[config.mk]
export PLATFORM = sky130hd
export DESIGN_NAME = axi4_stream_pkt_src_flat
export DESIGN_NICKNAME = d
export VERILOG_FILES = /design/src/rtl/axi4_stream_pkt_src_if.sv /design/src/rtl/axi4_stream_pkt_src.sv /design/src/flat_wrapper.sv
export SDC_FILE = /design/constraint.sdc
export NUM_CORES = 1
export LEC_CHECK = 0
export ABC_AREA = 1
export CORE_MARGIN = 5
export CORE_UTILIZATION = 57
export DETAILED_ROUTE_END_ITERATION = 7
export PLACE_DENSITY_LB_ADDON = 0.1
export SLEW_MARGIN = 10
export SYNTH_ARGS = -nofsm -noshare
export SYNTH_HDL_FRONTEND = slang
export SYNTH_SLANG_ARGS = --single-unit
export TNS_END_PERCENT = 20
[constraint.sdc]
create_clock -name ACLK -period 9.05 [get_ports ACLK]
set_clock_uncertainty 0.15 [all_clocks]
set_input_delay 1.81 -clock ACLK [delete_from_list [all_inputs] [get_ports ACLK]]
set_output_delay 1.81 -clock ACLK [all_outputs]
set_load 0.01 [all_outputs]
[src/rtl/axi4_stream_pkt_src_if.sv]
// AXI4-Stream link between the packet source and its drain.
// Master drives TDATA/TKEEP/TLAST/TVALID, slave returns TREADY.
interface axi4_stream_pkt_src_if #(
    parameter int unsigned DN = 4,
    parameter int unsigned DW = 8
) ();
    logic [DN*DW-1:0] TDATA;
    logic [DN-1:0]    TKEEP;
    logic             TLAST;
    logic             TVALID;
    logic             TREADY;

    modport master (output TDATA, output TKEEP, output TLAST, output TVALID, input TREADY);
    modport slave  (input TDATA, input TKEEP, input TLAST, input TVALID, output TREADY);
endinterface

[src/rtl/axi4_stream_pkt_src.sv]
// AXI4-Stream ramp-pattern packet source.
// Packets carry samples init + n*step (mod 2^DW), DN lanes per beat, TKEEP
// marks the valid lanes of the final beat and TLAST closes each packet.
// Optional inter-packet gap in repeat mode: define AXI4_STREAM_PKT_SRC_GAP_EN
// (adds cfg_gap input and the GAP state).
module axi4_stream_pkt_src #(
    parameter int unsigned DN = 4,
    parameter int unsigned DW = 8,
    parameter int unsigned LW = 16
) (
    input  logic          ACLK,
    input  logic          ARESETn,
    input  logic [LW-1:0] cfg_len,
    input  logic [DW-1:0] cfg_init,
    input  logic [DW-1:0] cfg_step,
    input  logic          cfg_rpt,
`ifdef AXI4_STREAM_PKT_SRC_GAP_EN
    input  logic [15:0]   cfg_gap,
`endif
    input  logic          ctl_start,
    input  logic          ctl_stop,
    output logic          sts_busy,
    output logic [31:0]   sts_pkt,
    axi4_stream_pkt_src_if.master m_axis
);

    localparam logic [LW-1:0] DN_L = LW'(DN);
    localparam logic [DW-1:0] DN_W = DW'(DN);

`ifdef AXI4_STREAM_PKT_SRC_GAP_EN
    typedef enum logic [1:0] {S_IDLE, S_RUN, S_GAP} state_t;
`else
    typedef enum logic [1:0] {S_IDLE, S_RUN} state_t;
`endif

    state_t           r_state;
    logic [DN*DW-1:0] r_tdata;
    logic [DN-1:0]    r_tkeep;
    logic             r_tlast;
    logic             r_tvalid;
    logic             r_busy;
    logic [31:0]      r_pkt;
    logic [DW-1:0]    r_step;
    logic             r_rpt;
    logic             r_stop;
    logic [DW-1:0]    r_nbase;   // first sample value of the next beat
    logic [LW-1:0]    r_nrem;    // samples remaining after the presented beat
`ifdef AXI4_STREAM_PKT_SRC_GAP_EN
    logic [15:0]      r_gap;
    logic [15:0]      r_gcnt;
`endif

    logic             w_xfer;
    logic             w_stop_any;
    logic             w_start;
    logic             w_adv;
    logic             w_gap;
    logic             w_idle;
    logic [DW-1:0]    w_src_base;
    logic [DW-1:0]    w_src_step;
    logic [LW-1:0]    w_src_rem;
    logic [DN*DW-1:0] w_data;
    logic [DN-1:0]    w_keep;
    logic             w_last;
    logic [DW-1:0]    w_nbase;
    logic [LW-1:0]    w_nrem;

    // Lane data of one beat; lanes past the remaining sample count read 0.
    function automatic logic [DN*DW-1:0] f_data(input logic [DW-1:0] base,
                                                 input logic [DW-1:0] step,
                                                 input logic [LW-1:0] rem);
        logic [DN*DW-1:0] d;
        logic [DW-1:0]    v;
        d = '0;
        v = base;
        for (int unsigned i = 0; i < DN; i++) begin
            if (LW'(i) < rem) d[i*DW +: DW] = v;
            v = v + step;
        end
        return d;
    endfunction

    // Lane keep mask: one bit per lane still holding a sample.
    function automatic logic [DN-1:0] f_keep(input logic [LW-1:0] rem);
        logic [DN-1:0] k;
        k = '0;
        for (int unsigned i = 0; i < DN; i++) k[i] = (LW'(i) < rem);
        return k;
    endfunction

    assign w_xfer     = r_tvalid & m_axis.TREADY;
    assign w_stop_any = r_stop | ctl_stop;

    // Next-step decision: start a packet, advance a beat, enter gap or go idle.
    always_comb begin
        w_start = 1'b0;
        w_adv   = 1'b0;
        w_gap   = 1'b0;
        w_idle  = 1'b0;
        case (r_state)
            S_IDLE: w_start = ctl_start && (cfg_len != '0);
            S_RUN: begin
                if (w_xfer) begin
                    if (!r_tlast) begin
                        w_adv = 1'b1;
                    end else if (r_rpt && !w_stop_any) begin
`ifdef AXI4_STREAM_PKT_SRC_GAP_EN
                        if (r_gap != '0)             w_gap   = 1'b1;
                        else if (cfg_len != '0)      w_start = 1'b1;
                        else                         w_idle  = 1'b1;
`else
                        if (cfg_len != '0)           w_start = 1'b1;
                        else                         w_idle  = 1'b1;
`endif
                    end else begin
                        w_idle = 1'b1;
                    end
                end
            end
`ifdef AXI4_STREAM_PKT_SRC_GAP_EN
            S_GAP: begin
                if (r_gcnt <= 16'd1) begin
                    if (w_stop_any || cfg_len == '0) w_idle  = 1'b1;
                    else                             w_start = 1'b1;
                end
            end
`endif
            default: w_idle = 1'b1;
        endcase
    end

    // Beat source: fresh configuration on packet start, otherwise the stored next beat.
    always_comb begin
        w_src_base = w_start ? cfg_init : r_nbase;
        w_src_step = w_start ? cfg_step : r_step;
        w_src_rem  = w_start ? cfg_len  : r_nrem;
        w_data     = f_data(w_src_base, w_src_step, w_src_rem);
        w_keep     = f_keep(w_src_rem);
        w_last     = (w_src_rem <= DN_L);
        w_nbase    = w_src_base + DN_W * w_src_step;
        w_nrem     = (w_src_rem > DN_L) ? (w_src_rem - DN_L) : '0;
    end

    // Control state, latched configuration and registered stream outputs.
    always_ff @(posedge ACLK or negedge ARESETn) begin
        if (!ARESETn) begin
            r_state  <= S_IDLE;
            r_tdata  <= '0;
            r_tkeep  <= '0;
            r_tlast  <= 1'b0;
            r_tvalid <= 1'b0;
            r_busy   <= 1'b0;
            r_pkt    <= '0;
            r_step   <= '0;
            r_rpt    <= 1'b0;
            r_stop   <= 1'b0;
            r_nbase  <= '0;
            r_nrem   <= '0;
`ifdef AXI4_STREAM_PKT_SRC_GAP_EN
            r_gap    <= '0;
            r_gcnt   <= '0;
`endif
        end else begin
            if (w_xfer && r_tlast) r_pkt <= r_pkt + 32'd1;
            if (r_state != S_IDLE && ctl_stop) r_stop <= 1'b1;
`ifdef AXI4_STREAM_PKT_SRC_GAP_EN
            if (r_state == S_GAP) r_gcnt <= r_gcnt - 16'd1;
`endif
            if (w_start) begin
                r_state  <= S_RUN;
                r_busy   <= 1'b1;
                r_tvalid <= 1'b1;
                r_tdata  <= w_data;
                r_tkeep  <= w_keep;
                r_tlast  <= w_last;
                r_nbase  <= w_nbase;
                r_nrem   <= w_nrem;
                r_step   <= cfg_step;
                r_rpt    <= cfg_rpt;
`ifdef AXI4_STREAM_PKT_SRC_GAP_EN
                r_gap    <= cfg_gap;
`endif
                // start together with stop: send exactly this one packet
                if (r_state == S_IDLE) r_stop <= ctl_stop;
            end else if (w_adv) begin
                r_tdata  <= w_data;
                r_tkeep  <= w_keep;
                r_tlast  <= w_last;
                r_nbase  <= w_nbase;
                r_nrem   <= w_nrem;
`ifdef AXI4_STREAM_PKT_SRC_GAP_EN
            end else if (w_gap) begin
                r_state  <= S_GAP;
                r_tvalid <= 1'b0;
                r_tdata  <= '0;
                r_tkeep  <= '0;
                r_tlast  <= 1'b0;
                r_gcnt   <= r_gap;
`endif
            end else if (w_idle) begin
                r_state  <= S_IDLE;
                r_busy   <= 1'b0;
                r_tvalid <= 1'b0;
                r_tdata  <= '0;
                r_tkeep  <= '0;
                r_tlast  <= 1'b0;
                r_stop   <= 1'b0;
            end
        end
    end

    assign m_axis.TDATA  = r_tdata;
    assign m_axis.TKEEP  = r_tkeep;
    assign m_axis.TLAST  = r_tlast;
    assign m_axis.TVALID = r_tvalid;
    assign sts_busy      = r_busy;
    assign sts_pkt       = r_pkt;

endmodule

[src/flat_wrapper.sv]
// flat-port wrapper written by rule: the top's interface ports become plain ports
module axi4_stream_pkt_src_flat 
#(
    parameter int unsigned DN = 4,
    parameter int unsigned DW = 8,
    parameter int unsigned LW = 16
)
  (ACLK, ARESETn, cfg_len, cfg_init, cfg_step, cfg_rpt, ctl_start, ctl_stop, sts_busy, sts_pkt, m_axis_TDATA, m_axis_TKEEP, m_axis_TLAST, m_axis_TVALID, m_axis_TREADY);
  axi4_stream_pkt_src_if #(.DN(DN), .DW(DW)) m_axis_i ();
  input  logic ACLK;
  input  logic ARESETn;
  input  logic [LW-1:0] cfg_len;
  input  logic [DW-1:0] cfg_init;
  input  logic [DW-1:0] cfg_step;
  input  logic cfg_rpt;
  input  logic ctl_start;
  input  logic ctl_stop;
  output logic sts_busy;
  output logic [31:0] sts_pkt;
  output wire logic [$bits(m_axis_i.TDATA)-1:0] m_axis_TDATA;
  output wire logic [$bits(m_axis_i.TKEEP)-1:0] m_axis_TKEEP;
  output wire logic [$bits(m_axis_i.TLAST)-1:0] m_axis_TLAST;
  output wire logic [$bits(m_axis_i.TVALID)-1:0] m_axis_TVALID;
  input wire logic [$bits(m_axis_i.TREADY)-1:0] m_axis_TREADY;
  assign m_axis_TDATA = m_axis_i.TDATA;
  assign m_axis_TKEEP = m_axis_i.TKEEP;
  assign m_axis_TLAST = m_axis_i.TLAST;
  assign m_axis_TVALID = m_axis_i.TVALID;
  assign m_axis_i.TREADY = m_axis_TREADY;
  axi4_stream_pkt_src #(.DN(DN), .DW(DW), .LW(LW)) u_core (.ACLK(ACLK), .ARESETn(ARESETn), .cfg_len(cfg_len), .cfg_init(cfg_init), .cfg_step(cfg_step), .cfg_rpt(cfg_rpt), .ctl_start(ctl_start), .ctl_stop(ctl_stop), .sts_busy(sts_busy), .sts_pkt(sts_pkt), .m_axis(m_axis_i));
endmodule
==> impl_results.md <==
- Worst hold path class: reg2reg
- Hold slack final: 0.334 ns
- Avg Inst Size Synth: 8.16 sq um
- Starting Density: 58.7%
- Synth cell types: 51
- Kind of critical path: in2reg
- Crit end category: flip-flop
- Sequential Area: 2600 sq um
- Cts-stage hold buffer count: 0
- Slowest cell on crit path: inv_2
- Core Area: 10400 sq um
- 1st-pass router iterations: 5
- Synthesized flop and latch total: 104
- Cell Area, Synth: 6090 sq um
- Max Fanout on Critical Path: 45
- Setup tns final: 0 ns
- Clock tree buffer depth: 2
- Die area: 12900 sq um
- Area leader, netlist: dfrtp_1
- Gr ovfl total: 0
- Layout Utilization: 72.4%
- # Post-CTS Setup Buffers: 0
- Die W: 113 um
- Cts bufs inserted: 9
- Synth Warn #: 0
- Post-DRT Antenna Nets: 0
- All-Layer GR Usage: 24.2%
- Synth Net Count: 812
- Drc violations: 0
- RSZ-0062 raised after global routing: no
- Dpl cell area: 7270 sq um
- Most used cell, CP: nand2_1
- First DRT Iteration DRCs: 345
- Fill cell count: 835
- Crit path largest cell delay: 0.46 ns
- Site Rows: 37
- H-Tree Depth: 3
- Clock Root Buffer: clkbuf_8
- Via count: 5372
- PostCTS Resize Cnt: 0
- Post-synth top area share: 42.7%
- Count leader, synth: nand2_1
- # clock sinks: 104
- Slew at the pin with the worst max-slew slack: 1.07 ns
- Status: finished clean
- Tmin final: 7.11 ns
- Ant diodes: 0
- Ys async rst share: 100%
- Detailed Route WL: 15300 um
- Worst Path Required: 9.17 ns
- Initial antenna violation count: 0
- Multi-input logic area: 3060 sq um
- Layout Nets: 919
- Crit share post-route: 78.6%
- Post-synthesis sequential area ratio: 42.7%
- I/O pins: 109
- Max-cap violation count: 0
- Pin count of the biggest net entering global routing: 56
- Final Max Slew Viols: 0
- Clk slew on worst S/H paths: 0.10 ns
- Post-synth EDFFs: 0
- Arrival time at the worst endpoint: 7.23 ns
- Fmax: 141 MHz
- GPL Wtd Cong: 0.899
- Commonest cells in the netlist: nand2_1 (208), dfrtp_1 (104), inv_1 (86)
- Worst-skew pair later-pin latency: 0.37 ns
- Avg WL per Cell: 15.4 um
- Top FF cell, synth: dfrtp_1
- Final hold vios: 0
- Die Ht: 113 um
- Area contributors post-synth: dfrtp_1 (43%), nand2_1 (13%), xor2_1 (5.6%)
- Cells after synthesis: 746
- Worst slew margin: 28.5%
- Nature of the critical path startpoint: input pin
- First-pass GRT wire length: 25300 um
- Setup violations, final: 0
- Port Buffers: 108
- Vias per cell: 5.40
- DP HPWL: 11400 um
- Number of global-route vias before repair: 5365
- Design Area, Final: 7500 sq um
- Ratio of cells with drive above 1 in the final layout: 5.36%
- CTS tree: done
- Area growth syn-to-layout: 23.2%
[per-layer routing]
layer | routed length, um | vias to the layer above | track usage [%]
li1 | - | 2617 | -
met1 | 6720 | 2547 | 31.4
met2 | 7500 | 173 | 41.6
met3 | 687 | 35 | 3.32
met4 | 356 | 0 | 8.57
met5 | 0 | - | 0
[path summary, 6_finish.rpt]
kind,slack (ns),to,start,cells after the start
hold reg to reg,0.33,u_core.sts_pkt[31]$_DFFE_PN0P_,u_core.sts_pkt[31]$_DFFE_PN0P_,1
hold / removal,0.33,u_core.sts_pkt[31]$_DFFE_PN0P_,u_core.sts_pkt[31]$_DFFE_PN0P_,1
setup reg to reg,3.67,u_core.m_axis.TDATA[31]$_DFFE_PN0P_,u_core.m_axis.TVALID$_DFFE_PN0P_,28
max in group asynchronous,6.30,u_core.m_axis.TDATA[6]$_DFFE_PN0P_,ARESETn,2
setup / recovery,1.94,u_core.m_axis.TDATA[31]$_DFFE_PN0P_,cfg_len[7],31
min in group asynchronous,1.28,u_core.sts_pkt[12]$_DFFE_PN0P_,ARESETn,1
[flip-flops by register name, indices dropped and copies added, names as in the netlist]
| signal | cells |
|---|---|
| u_core.r_rpt | 1 |
| u_core.sts_pkt | 32 |
| u_core.r_nrem | 16 |
| u_core.m_axis.TVALID | 1 |
| u_core.r_nbase | 8 |
| u_core.m_axis.TLAST | 1 |
| u_core.m_axis.TKEEP | 4 |
| u_core.r_stop | 1 |
| u_core.r_step | 8 |
| u_core.m_axis.TDATA | 32 |
[worst max-delay path, delay by kind of cell]
family                     cells  cell delay, ns
and+or+nand+nor               13            1.60
xor gates and xnor gates       2            0.41
adders and majority gates      4            1.17
buffers and inverters          6            1.17
AOI/OAI and AO/OA              6            1.04
[area by class of cell]
type | instances | share of cell area, %
Clock buffer | 14 | 2.30
Clock inverter | 2 | 0.800
Inverter | 91 | 4.55
Multi-Input combinational cell | 537 | 40.8
Sequential cell | 104 | 34.7
Tap cell | 136 | 2.27
Timing Repair Buffer | 110 | 14.6
[layout by cell type (no fill, tap or decap), types with 2 or more instances in the layout]
cell / instances
or2_0: 2
nor4_1: 3
clkinv_1: 3
nor2_2: 6
a32o_1: 2
or2_1: 2
bufinv_16: 2
o21ai_1: 31
nor3_1: 8
o21ai_2: 4
nand3_1: 42
clkbuf_1: 2
nor2_1: 41
fa_1: 2
inv_2: 2
mux2i_1: 5
or2_2: 3
nand2_1: 208
inv_1: 86
nand3b_1: 2
dfrtp_1: 104
nor3_2: 4
xnor2_1: 17
buf_4: 3
ha_1: 26
o21ai_0: 27
clkbuf_8: 12
xor2_1: 39
nand2_4: 2
clkdlybuf4s50_1: 107
a21oi_1: 19
o21bai_1: 2
nand4_1: 11
a22o_1: 7
o22ai_1: 6
[metrics by stage]
step / std cells / worst slack [ns]
floorplan: 746 / 2.92
global placement: 978 / 1.90
detailed placement: 978 / 1.63
CTS: 994 / 2.01
global route: 994 / 1.41
finish: 994 / 1.94
[kinds of logic (layout without fill, tap and decap cells)]
kind of cell	Yosys count	in the layout	share of synthesized area [%]
flip-flops	104	104	42.7
buffers and inverters	105	217	6.97
AO/OA/AOI/OAI	106	106	10.3
AND/OR/NAND/NOR	341	341	24.8
adder cells (fa/ha/maj)	28	28	6.00
XOR/XNOR	57	57	8.32
multiplexers	5	5	0.822
Power is left out: the tool's default activity adds up to more than one toggle a clock period on the data nets, which glitch-free logic cannot reach.
